==> src/rtl/irq_enc_pkg.sv <==
// Shared definitions for the interrupt/select priority encoder:
// default sizing, index-width derivation, FSM states and the one-hot helper.
package irq_enc_pkg;

  localparam int N_IN_DEFAULT = 8;

  function automatic int idx_w(input int n);
    return (n > 1) ? $clog2(n) : 1;
  endfunction

  localparam int IDX_W_DEFAULT = idx_w(N_IN_DEFAULT);

  typedef enum logic {
    IDLE    = 1'b0,
    PRESENT = 1'b1
  } state_e;

  function automatic logic [N_IN_DEFAULT-1:0] onehot(input logic [IDX_W_DEFAULT-1:0] idx);
    logic [N_IN_DEFAULT-1:0] v;
    v      = '0;
    v[idx] = 1'b1;
    return v;
  endfunction

endpackage

==> src/rtl/irq_priority_encoder_prio_pick.sv <==
// Combinational pick of the first set bit, scanning upward from base_i
// with wrap when rot_i is set, or from bit 0 when it is clear.
module prio_pick #(
  parameter int N = 8,
  parameter int W = 3
) (
  input  logic [N-1:0] vec_i,
  input  logic [W-1:0] base_i,
  input  logic         rot_i,
  output logic [W-1:0] idx_o,
  output logic         found_o
);

  int         pos_s;
  logic [W-1:0] sel_s;
  logic       hit_s;

  // Scan N positions in priority order; the first hit freezes the result.
  always_comb begin
    idx_o   = '0;
    found_o = 1'b0;
    pos_s   = 0;
    sel_s   = '0;
    hit_s   = 1'b0;
    for (int k = 0; k < N; k++) begin
      pos_s   = rot_i ? (int'(base_i) + k) : k;
      pos_s   = (pos_s >= N) ? (pos_s - N) : pos_s;
      sel_s   = W'(pos_s);
      hit_s   = !found_o && vec_i[sel_s];
      idx_o   = hit_s ? sel_s : idx_o;
      found_o = found_o | hit_s;
    end
  end

endmodule

==> src/rtl/irq_priority_encoder.sv <==
// Sequential priority encoder: latches request pulses into a pending set and
// streams one winning index at a time over a valid/ready handshake.
module irq_priority_encoder
  import irq_enc_pkg::*;
#(
  parameter int N_IN        = N_IN_DEFAULT,
  parameter int IDX_W       = idx_w(N_IN),
  parameter bit ROUND_ROBIN = 1'b0
) (
  input  logic             clk,
  input  logic             rst,
  input  logic             en,
  input  logic [N_IN-1:0]  req,
  output logic [IDX_W-1:0] out_idx,
  output logic             out_valid,
  input  logic             out_ready,
  output logic [N_IN-1:0]  pending,
  output logic             overflow
);

  state_e           state_q, state_d;
  logic [N_IN-1:0]  pending_q, pending_d;
  logic [IDX_W-1:0] out_idx_q, out_idx_d;
  logic [IDX_W-1:0] rr_ptr_q, rr_ptr_d;
  logic             overflow_q, overflow_d;

  logic             accept_s;
  logic [N_IN-1:0]  clr_s;
  logic [N_IN-1:0]  cap_s;
  logic [N_IN-1:0]  pick_vec_s;
  logic [IDX_W-1:0] next_ptr_s;
  logic [IDX_W-1:0] pick_base_s;
  logic [IDX_W-1:0] pick_idx_s;
  logic             pick_found_s;

  // In IDLE clr_s is zero, so the pick vector is simply the pending set;
  // on accept it excludes the index being retired (new requests are not seen).
  assign accept_s    = (state_q == PRESENT) && out_ready;
  assign clr_s       = accept_s ? onehot(out_idx_q) : '0;
  assign cap_s       = en ? req : '0;
  assign pending_d   = (pending_q & ~clr_s) | cap_s;
  assign overflow_d  = |(cap_s & pending_q & ~clr_s);
  assign pick_vec_s  = pending_q & ~clr_s;
  assign next_ptr_s  = (out_idx_q == IDX_W'(N_IN - 1)) ? '0 : (out_idx_q + IDX_W'(1));
  assign rr_ptr_d    = accept_s ? next_ptr_s : rr_ptr_q;
  assign pick_base_s = ROUND_ROBIN ? (accept_s ? next_ptr_s : rr_ptr_q) : '0;

  prio_pick #(
    .N (N_IN),
    .W (IDX_W)
  ) u_pick (
    .vec_i   (pick_vec_s),
    .base_i  (pick_base_s),
    .rot_i   (ROUND_ROBIN),
    .idx_o   (pick_idx_s),
    .found_o (pick_found_s)
  );

  // State and datapath registers.
  always_ff @(posedge clk or posedge rst) begin
    if (rst) begin
      state_q    <= IDLE;
      pending_q  <= '0;
      out_idx_q  <= '0;
      rr_ptr_q   <= '0;
      overflow_q <= 1'b0;
    end else begin
      state_q    <= state_d;
      pending_q  <= pending_d;
      out_idx_q  <= out_idx_d;
      rr_ptr_q   <= rr_ptr_d;
      overflow_q <= overflow_d;
    end
  end

  // Next-state logic.
  always_comb begin
    state_d = state_q;
    case (state_q)
      IDLE:    state_d = (|pending_q) ? PRESENT : IDLE;
      PRESENT: state_d = (accept_s && !pick_found_s) ? IDLE : PRESENT;
      default: state_d = IDLE;
    endcase
  end

  // Presented index: loaded on entry to PRESENT and on each accept, else held.
  always_comb begin
    out_idx_d = out_idx_q;
    case (state_q)
      IDLE:    out_idx_d = pick_found_s ? pick_idx_s : out_idx_q;
      PRESENT: out_idx_d = (accept_s && pick_found_s) ? pick_idx_s : out_idx_q;
      default: out_idx_d = out_idx_q;
    endcase
  end

  assign out_idx   = out_idx_q;
  assign out_valid = (state_q == PRESENT);
  assign pending   = pending_q;
  assign overflow  = overflow_q;

endmodule

==> config.mk <==
export PLATFORM = sky130hd
export DESIGN_NAME = irq_priority_encoder
export DESIGN_NICKNAME = d
export VERILOG_FILES = /design/src/rtl/irq_enc_pkg.sv /design/src/rtl/irq_priority_encoder_prio_pick.sv /design/src/rtl/irq_priority_encoder.sv
export SDC_FILE = /design/constraint.sdc
export NUM_CORES = 1
export LEC_CHECK = 0
export BUFFER_PORTS_ARGS = -buffer_cell sky130_fd_sc_hd__buf_2
export CAP_MARGIN = 0
export CORE_MARGIN = 2
export CORE_UTILIZATION = 45
export CTS_CLUSTER_DIAMETER = 40
export CTS_CLUSTER_SIZE = 28
export DETAILED_ROUTE_END_ITERATION = 10
export GPL_ROUTABILITY_DRIVEN = 0
export PLACE_DENSITY = 0.7
export REMOVE_ABC_BUFFERS = 1
export SLEW_MARGIN = 25
export SYNTH_ARGS = -nofsm -noshare
export SYNTH_HDL_FRONTEND = slang
export SYNTH_HIERARCHICAL = 1
export SYNTH_SLANG_ARGS = --single-unit
==> constraint.sdc <==
create_clock -name clk -period 4 [get_ports clk]
set_input_delay 0.4 -clock clk [delete_from_list [all_inputs] [get_ports clk]]
set_output_delay 0.4 -clock clk [all_outputs]
set_load 0.03 [all_outputs]
* Word level (Yosys, flattened, before mapping)
Index checks and enable logic that the tools add are counted.
** Word-level totals
- Register bits :: 13
- Output and inout bits :: 13
** Operators by class
- Magnitude comparators :: 2
- Eq/ne operators :: 2
- Multiplexer cells :: 17
- Bitwise gates (word level) :: 13
- Reductions and logical operators :: 22
** Operator list (count)
- bitwise AND 8 bit :: 3
- two-way mux 3 bit :: 8
- two-way mux 8 bit :: 2
- OR reduction 8 bit :: 2
- logical AND 1 bit :: 11
- logical NOT 1 bit :: 8
- NOT 8 bit :: 1
- OR 8 bit :: 1
- OR 1 bit :: 7
- case mux 3 bit (2 select lines) :: 1
- < comparator 3 x 4 -> 1 bit (second input constant) :: 1
- two-way mux 1 bit :: 4
- demux 1 bit (select 3 bit) :: 1
- >= comparator 3 x 1 -> 1 bit (second input constant) :: 1
- != test 2 x 1 -> 1 bit (second input constant) :: 1
- != test 2 bit (second input constant) :: 1
- case mux 1 bit (2 select lines) :: 1
- AND reduction 2 bit :: 1
- NOT 1 bit :: 1

* Logic depth before layout (Yosys ltp)
Gate-level depths: netlist of the first run.
- Depth in word-level cells :: 32
- Gate-level depth with buffers :: 13

* Hierarchy
Netlist of the first run, hierarchy kept.
** By module, submodules not included
- prio_pick :: times used 1, cells an instance 150, area each 1149.9 um2, sequential area each 0.0 um2
- irq_priority_encoder :: times used 1, cells an instance 63, area each 675.6 um2, sequential area each 325.3 um2

* Worst setup path before layout of the first run
OpenSTA, ideal clock, no wires.
- Kind :: register to register
- Start point :: register out_idx_q[2] (netlist: out_idx[2])
- End point :: register out_idx_q[1] (netlist: out_idx[1])
- Setup time :: 125 ps
- Arrival :: 2831 ps
- Data required time :: 3875 ps
- Path slack :: 1044 ps
- Stages on the path, launching flop included :: 11
- Buffers on the path :: 1
- Clock period less this slack :: 2956 ps
- Path through :: dfrtp_1 -> and3b_2 -> a31oi_1 -> clkbuf_1 -> a21oi_1 -> mux4_2 -> nand4_4 -> and4b_1 -> nor4_1 -> a221oi_1 -> mux2_2
** On the way
- Elaborated cells on any way between the ends :: 42
- Classes of those cells :: 2 x order compare; 2 x eq/ne; 12 x mux; 9 x bitwise; 17 x reduce/logical
** RTL lines
- start, declared :: RTL line irq_priority_encoder.sv:23 : logic [IDX_W-1:0] out_idx_q, out_idx_d;
- start signal, assigned :: RTL line irq_priority_encoder.sv:70 : out_idx_q <= out_idx_d;
- < comparator 3 x 4 -> 1 bit (not written as such) or >= comparator 3 x 1 -> 1 bit (tied branches) :: RTL line irq_enc_pkg.sv:21 : v[idx] = 1'b1;
- logical AND 1 bit (not written as such) :: RTL line irq_enc_pkg.sv:21
- two-way mux 1 bit (not written as such) :: RTL line irq_enc_pkg.sv:21
- demux 1 bit (select 3 bit) * :: RTL line irq_enc_pkg.sv:21
- two-way mux 8 bit * :: RTL line irq_priority_encoder.sv:39 : assign clr_s = accept_s ? onehot(out_idx_q) : '0;
- NOT 8 bit * :: RTL line irq_priority_encoder.sv:43 : assign pick_vec_s = pending_q & ~clr_s;
- bitwise AND 8 bit * :: RTL line irq_priority_encoder.sv:43
- via pick_vec_s[3] :: RTL line irq_priority_encoder.sv:30 : logic [N_IN-1:0] pick_vec_s;
- (+9 left out)
- logical AND 1 bit :: RTL line irq_priority_encoder_prio_pick.sv:29 : hit_s = !found_o && vec_i[sel_s];
- OR 1 bit :: RTL line irq_priority_encoder_prio_pick.sv:31 : found_o = found_o | hit_s;
- logical NOT 1 bit :: RTL line irq_priority_encoder_prio_pick.sv:29
- logical AND 1 bit :: RTL line irq_priority_encoder_prio_pick.sv:29
- two-way mux 3 bit * :: RTL line irq_priority_encoder_prio_pick.sv:30 : idx_o = hit_s ? sel_s : idx_o;
- two-way mux 3 bit, on equally long branches :: RTL line irq_priority_encoder.sv:91, irq_priority_encoder.sv:90
- case mux 3 bit (2 select lines) * :: RTL line irq_priority_encoder.sv:89 : case (state_q)
- via out_idx_d[1] :: RTL line irq_priority_encoder.sv:23
The timed path passes the listed nets; every way through them passes the cells marked *. The select of a mux whose other input is x is not followed.
A chain may end at the register's enable or synchronous reset.

* Final worst setup path of the first run
- Start point :: register state_q (netlist: out_valid)
- End point :: register out_idx_q[1] (netlist: out_idx[1])
** On the way
- Elaborated cells on any way between the ends :: 39
- Classes of those cells :: 2 x eq/ne; 10 x mux; 10 x bitwise; 17 x reduce/logical
** RTL lines
- start, declared :: RTL line irq_priority_encoder.sv:21 : state_e state_q, state_d;
- start signal, assigned :: RTL line irq_priority_encoder.sv:68 : state_q <= state_d;
- logical AND 1 bit * :: RTL line irq_priority_encoder.sv:38 : assign accept_s = (state_q == PRESENT) && out_ready;
- two-way mux 8 bit * :: RTL line irq_priority_encoder.sv:39
- NOT 8 bit * :: RTL line irq_priority_encoder.sv:43
- bitwise AND 8 bit * :: RTL line irq_priority_encoder.sv:43
- via pick_vec_s[0] :: RTL line irq_priority_encoder.sv:30
- logical NOT 1 bit :: RTL line irq_priority_encoder_prio_pick.sv:29
- logical AND 1 bit :: RTL line irq_priority_encoder_prio_pick.sv:29
- OR 1 bit * :: RTL line irq_priority_encoder_prio_pick.sv:31
- (+13 left out)
- logical AND 1 bit :: RTL line irq_priority_encoder_prio_pick.sv:29
- OR 1 bit :: RTL line irq_priority_encoder_prio_pick.sv:31
- logical NOT 1 bit :: RTL line irq_priority_encoder_prio_pick.sv:29
- logical AND 1 bit :: RTL line irq_priority_encoder_prio_pick.sv:29
- two-way mux 3 bit * :: RTL line irq_priority_encoder_prio_pick.sv:30
- two-way mux 3 bit, on equally long branches :: RTL line irq_priority_encoder.sv:91, irq_priority_encoder.sv:90
- case mux 3 bit (2 select lines) * :: RTL line irq_priority_encoder.sv:89
- via out_idx_d[1] :: RTL line irq_priority_encoder.sv:23
Marked as above.

==> flow_summary.toml, run 1 <==
[run_status]
status = "completed"

[detailed_routing]
routed-via-count = 1811
first_iter_violations = 174
vias_per_cell = 6.181
ant_nets = 0
wl_um = 5158
avgRoutedWirePerCell_um = 17.60
drc = 0
dr.pass1.iters = 4

[timing]
skew_ns = 0.001799
fin_setup_tns_ns = 0
period_share_pct = 72.42
setup_viol = 0
holdWs_ns = 0.1807
finalHoldViolCount = 0
max_clock_freq_mhz = 345.2
tightest_slew_ns = 0.7866
fin_crit_ns = 2.897
finalMaxSlewViolations = 0
rsz0062_at_grt = "false"
relSlewSlack_pct = 47.31

[layout]
num_antenna_cells = 0
nFillCells = 376
drive_gt1_share_pct = 21.40
nNetsFinal = 258
areaGrowthSynthToFinish_pct = 11.86

[grt]
grt_overflow = 0
grt_pass1_vias = 1644
grt.total_usage_pct = 24.66
grt_max_degree = 29
antenna_found_initial = 0
grt_first_pass_wirelength_um = 8273

[pwr]
power_w = 0.001230
leakagePower_nw = 0.9171
ir_worst_vdd_mv = 0.3541
powerDensity_nw_per_um2 = 602.5

[synth]
ys_ff_latch = 13
yosysSeqAreaShare_pct = 17.82
synthTopCellsByCount = "nand2_1, a21oi_1, dfrtp_1, a21o_1, nor2_1"
ys.flop_type = "dfrtp_1"
yosys-top-cells-area = "dfrtp_1, mux4_2, mux2i_1, a21o_1, nand2_1"
ys_async_sr_fraction_pct = 100.0
synth_top_cell_by_area = "dfrtp_1"
syn_inst = 213
ys.warnings.count = 6
synth_top_area_share_pct = 17.82
ys_types = 61
syn_avg_cell_area_um2 = 8.570
synth_edf_count = 0
netlist_area_um2 = 1826
yosysMostFrequentCell = "nand2_1"

[floorplanning]
die_w_um = 67.69
dieArea_um2 = 4582
core-area_um2 = 3943
ios = 25
rows = 23
die_h_um = 67.69
start_util_pct = 46.30

[clock_tree]
clockBufferDepth = 2
insertion_delay_ns = 0.24
cts_made_buffers = 3
cts_tree = "yes"
cts_sinks = 13
cts_root_buf = "clkbuf_8"
cts_resized = 0
path_clk_slew_ns = 0.05
ctsHoldBuffers = 0
htree_levels = 1
cts_setup_buffers = 0

[critical_path]
reg2reg_to = "out_idx[1]"
ff2ff_path_depth = 11
cp_max_fo = 10
timing.rr.start = "out_valid"
path_class = "flop to flop"
worstSetupStartpointType = "flop"
arrival_ns = 3.02
critical_path_required_ns = 4.13
r2r_slack_ns = 1.10
critical_path.endpoint_type = "flop"

[placement]
port_buffers = 24
hpwl_um = 3819

[hold_path]
hp-class = "primary input to asynchronous set/reset pin"

[run]
drv_cap = 0
[registers in the layout, summed over array words and instances, names as in the netlist]
name / cells
overflow: 1
out_idx: 3
pending: 8
out_valid: 1
[cells by family after synthesis]
family,count (synthesis),share of synthesized area (%)
buf+inv,25,7.197
other cells,1,0.2054
simple gates,71,22.21
mux,20,16.38
compound gates,77,32.90
flops,13,17.82
xor+xnor,4,1.919
fa+ha+maj,2,1.371
[where the power goes]
group	leakage (nW)	switching, W	internal [W]
logic	0.759	0.000525	0.000355
clock network	0.0228	0.0000446	0.0000702
registers	0.136	0.0000586	0.000177
[area by class of cell]
type | count | area, um^2 | share of cell area (%)
Multi-Input combinational cell | 187 | 1414 | 69.24
Sequential cell | 13 | 325.3 | 15.93
Timing Repair Buffer | 29 | 157.7 | 7.721
Tap cell | 50 | 62.56 | 3.064
Clock buffer | 4 | 45.04 | 2.206
Inverter | 10 | 37.54 | 1.838
[worst max path at each step]
stage,from,cells past startpoint,end
floorplan,out_idx[2],9,out_idx[1]
global placement,out_ready,12,out_idx[1]
detailed placement,out_ready,12,out_idx[1]
CTS,out_valid,11,out_idx[1]
global route,out_idx[0],10,out_idx[1]
finish,out_valid,11,out_idx[1]
[per-stage QoR]
stage,instance area (um^2),setup slack [ns],util (%),cells
floorplan,1777,0.9703,-,210
global placement,1997,1.065,50.65,289
detailed placement,1997,1.020,50.65,289
CTS,2042,1.111,51.79,293
global route,2042,0.8948,51.79,293
finish,2042,1.103,51.79,293
[critical path: stages, from the launching register on]
cell,delay [ns]
dfrtp_1,0.40
and3b_2,0.24
nand2_1,0.11
and2_1,0.36
nor2_1,0.09
o21ai_0,0.27
o211ai_2,0.25
nand4_4,0.18
and4b_1,0.25
nor4_1,0.26
a221oi_1,0.08
mux2_2,0.27
[placed cells by master, fill, tap and decap left out, types with 4 or more instances in the layout]
| master | netlist | layout |
|---|---|---|
| and2_1 | 6 | 6 |
| nor4_1 | 4 | 4 |
| mux4_2 | 5 | 5 |
| a21o_1 | 12 | 12 |
| mux2i_1 | 10 | 10 |
| a31oi_1 | 6 | 6 |
| nand2_1 | 21 | 21 |
| a211o_1 | 4 | 4 |
| dfrtp_1 | 13 | 13 |
| a21boi_0 | 6 | 6 |
| nor2_1 | 11 | 11 |
| a32oi_1 | 4 | 4 |
| o21ai_0 | 7 | 7 |
| a211oi_1 | 4 | 4 |
| conb_1 | 1 | 13 |
| inv_1 | 10 | 10 |
| and3_1 | 7 | 7 |
| nor3_1 | 5 | 5 |
| buf_4 | 2 | 5 |
| a21oi_1 | 13 | 13 |
| buf_2 | 6 | 24 |
[routing by layer]
metal / global-route usage [%] / wire (um) / up-vias
li1: - / - / 864
met1: 32.99 / 2242 / 848
met2: 38.73 / 2416 / 83
met3: 2.167 / 327 / 16
met4: 14.29 / 172 / 0
met5: 0 / 0 / -
No activity file was read; power rests on OpenSTA's default activity.
==> run 2, diff against run 1 <==
==> constraint.sdc (replaced) <==
create_clock -name clk -period 2.9 [get_ports clk]
set_input_delay 0.29 -clock clk [delete_from_list [all_inputs] [get_ports clk]]
set_output_delay 0.29 -clock clk [all_outputs]
set_load 0.03 [all_outputs]
==> run 2 against run 1 <==
Compared with the run above: global-route usage fell by 1.0 points; flip-flop and latch count stayed put; total power is 42% higher; hold slack worse by 0.12 ns; clock power is 39% higher; critical path type unchanged; critical endpoint unchanged; largest power group unchanged; highest routed layer unchanged.
==> flow_summary.toml, run 2 (same netlist as run 1, synthesis figures left out) <==
[critical_path]
path_cells = "and2b_4 > nand2_1 > and2_1 > o22ai_1 > a211o_2 > nand4_4 > and4b_1 > nor4_1 > a221oi_1 > mux2_2"
worstSetupStartpointType = "flop"
cp-endpoint = "out_idx[1]"
slowest_delay_ns = 0.47
cp_slowest_cell = "dfrtp_1"
critical_path.endpoint_type = "flop"
path_class = "flop to flop"
cp_max_fo = 8
arrival_ns = 2.84
r2r_slack_ns = 0.19
ff2ff_path_depth = 10
crit_start = "out_idx[0]"
critical_path_required_ns = 3.03
timing.rr.start = "out_idx[0]"
reg2reg_to = "out_idx[1]"

[pwr]
p_clk_share_pct = 9.1
powerDensity_nw_per_um2 = 837.9
p_seq_share_pct = 18.3
leakagePower_nw = 0.9434
internal_power_w = 0.0008793
comb_power_share_pct = 72.5
ir_worst_vdd_mv = 0.5537
swShare_pct = 49.77
switchingPower_w = 0.0008714

[detailed_routing]
vias_per_cell = 6.157
ant_nets = 0
first_iter_violations = 198
wl_um = 5075
drc = 0
dr.pass1.iters = 4
avgRoutedWirePerCell_um = 16.97
routed-via-count = 1841

[clock_tree]
clockBufferDepth = 2
path_clk_slew_ns = 0.05
cts_made_buffers = 3
cts_sinks = 13
htree_levels = 1
cts_tree = "yes"
insertion_delay_ns = 0.24
cts_root_buf = "clkbuf_8"

[run]
drv_cap = 0

[layout]
layout_common_cells = "buf_2, nand2_1, a21oi_1, dfrtp_1, conb_1"
stdcell_area_um2 = 2090
post_layout_nonfiller_instances = 299
num_antenna_cells = 0
drive_gt1_share_pct = 24.10
final_common_cell = "buf_2"
nFillCells = 365
areaGrowthSynthToFinish_pct = 14.46
post-route-util_pct = 53.00
largest_reg_flops = 8
nNetsFinal = 264

[grt]
grt_first_pass_wirelength_um = 8183
grt_pass1_vias = 1686
antenna_found_initial = 0
grt.total_usage_pct = 23.62
grt_overflow = 0
grt_max_degree = 29

[timing]
setup_viol = 0
tightest_slew_ns = 0.4986
skew_ns = 0.002885
max_clock_freq_mhz = 369.4
fin_crit_ns = 2.707
relSlewSlack_pct = 66.56
period_share_pct = 93.36
finalHoldViolCount = 0
finalMaxSlewViolations = 0
rsz0062_at_grt = "false"

[floorplanning]
die_w_um = 67.69
die_h_um = 67.69
core-area_um2 = 3943
dieArea_um2 = 4582
rows = 23
start_util_pct = 46.30
ios = 25

[placement]
hpwl_um = 4012
dp_cells = 295
dpl-instance-area_um2 = 2042
port_buffers = 24

[hold_path]
hp-class = "primary input to asynchronous set/reset pin"

[run_status]
status = "completed"
run 2: changes by cell type in the layout (fill, tap and decap cells not counted), sizes merged:
cell / previous run / this run
buf: 29 / 35
run 2: power by group through the flow:
| stage | registers (W) | clock network (W) | logic [W] |
|---|---|---|---|
| 6_report | 0.000321 | 0.000160 | 0.00127 |
| 5_1_grt | 0.000329 | 0.000170 | 0.00137 |
| 4_1_cts | 0.000318 | 0.000162 | 0.00124 |
| 3_5_place_dp | 0.000320 | 0 | 0.00123 |
| 3_3_place_gp | 0.000320 | 0 | 0.00122 |
| 2_1_floorplan | 0.000431 | 0 | 0.000746 |
run 2: critical path: cells and delay by family, from the launching register on:
| family | cells | cell delay, ns |
|---|---|---|
| mux | 1 | 0.27 |
| compound gates | 3 | 0.61 |
| flops | 1 | 0.47 |
| simple gates | 6 | 1.23 |
run 2: final cells by class:
class / count / area [um^2] / share of cell area, %
multi-input cells: 187 / 1416 / 67.78
flip-flops and latches: 13 / 325.3 / 15.57
repair buffers: 35 / 202.7 / 9.701
well taps: 50 / 62.56 / 2.994
clock buffers: 4 / 45.04 / 2.156
inverters: 10 / 37.54 / 1.796
run 2: routing by layer:
layer | part of all wire [%] | wire (um) | track usage, % | vias to the layer above
met1 | 43 | 2199 | 31.83 | 869
met2 | 48 | 2457 | 39.34 | 84
li1 | - | - | - | 877
met4 | 1.8 | 93 | 7.398 | 0
met3 | 6.4 | 323 | 2.667 | 11
met5 | 0 | 0 | 0 | -
run 2: repair_timing:
item | CTS | global route
setup endpoints to repair | 0 | 3
buffers inserted | 0 | 0
hold buffers | 0 | 0
gates resized for setup | 0 | 4
run 2: worst min-delay path by stage:
stage	from	endpoint	slack (ns)	depth (start not counted)
after floorplan	rst	out_idx[0]	0.17	1
after global placement	rst	pending[7]	0.33	2
after CTS	rst	pending[7]	0.08	2
final	rst	pending[7]	0.07	2
after global routing	rst	pending[6]	0.11	2
after detailed placement	rst	pending[7]	0.35	2
run 2: per-stage QoR:
step           setup TNS (ns)  total power, W  setup WS, ns  hold WS (ns)
5_1_grt                     0        0.001873      0.002099        0.1142
6_report                    0        0.001751        0.1926       0.06507
2_1_floorplan         -0.1916        0.001177       -0.1297        0.1670
3_3_place_gp                0        0.001537        0.2019        0.3343
3_5_place_dp                0        0.001555        0.1559        0.3458
4_1_cts                     0        0.001719        0.1157       0.08449
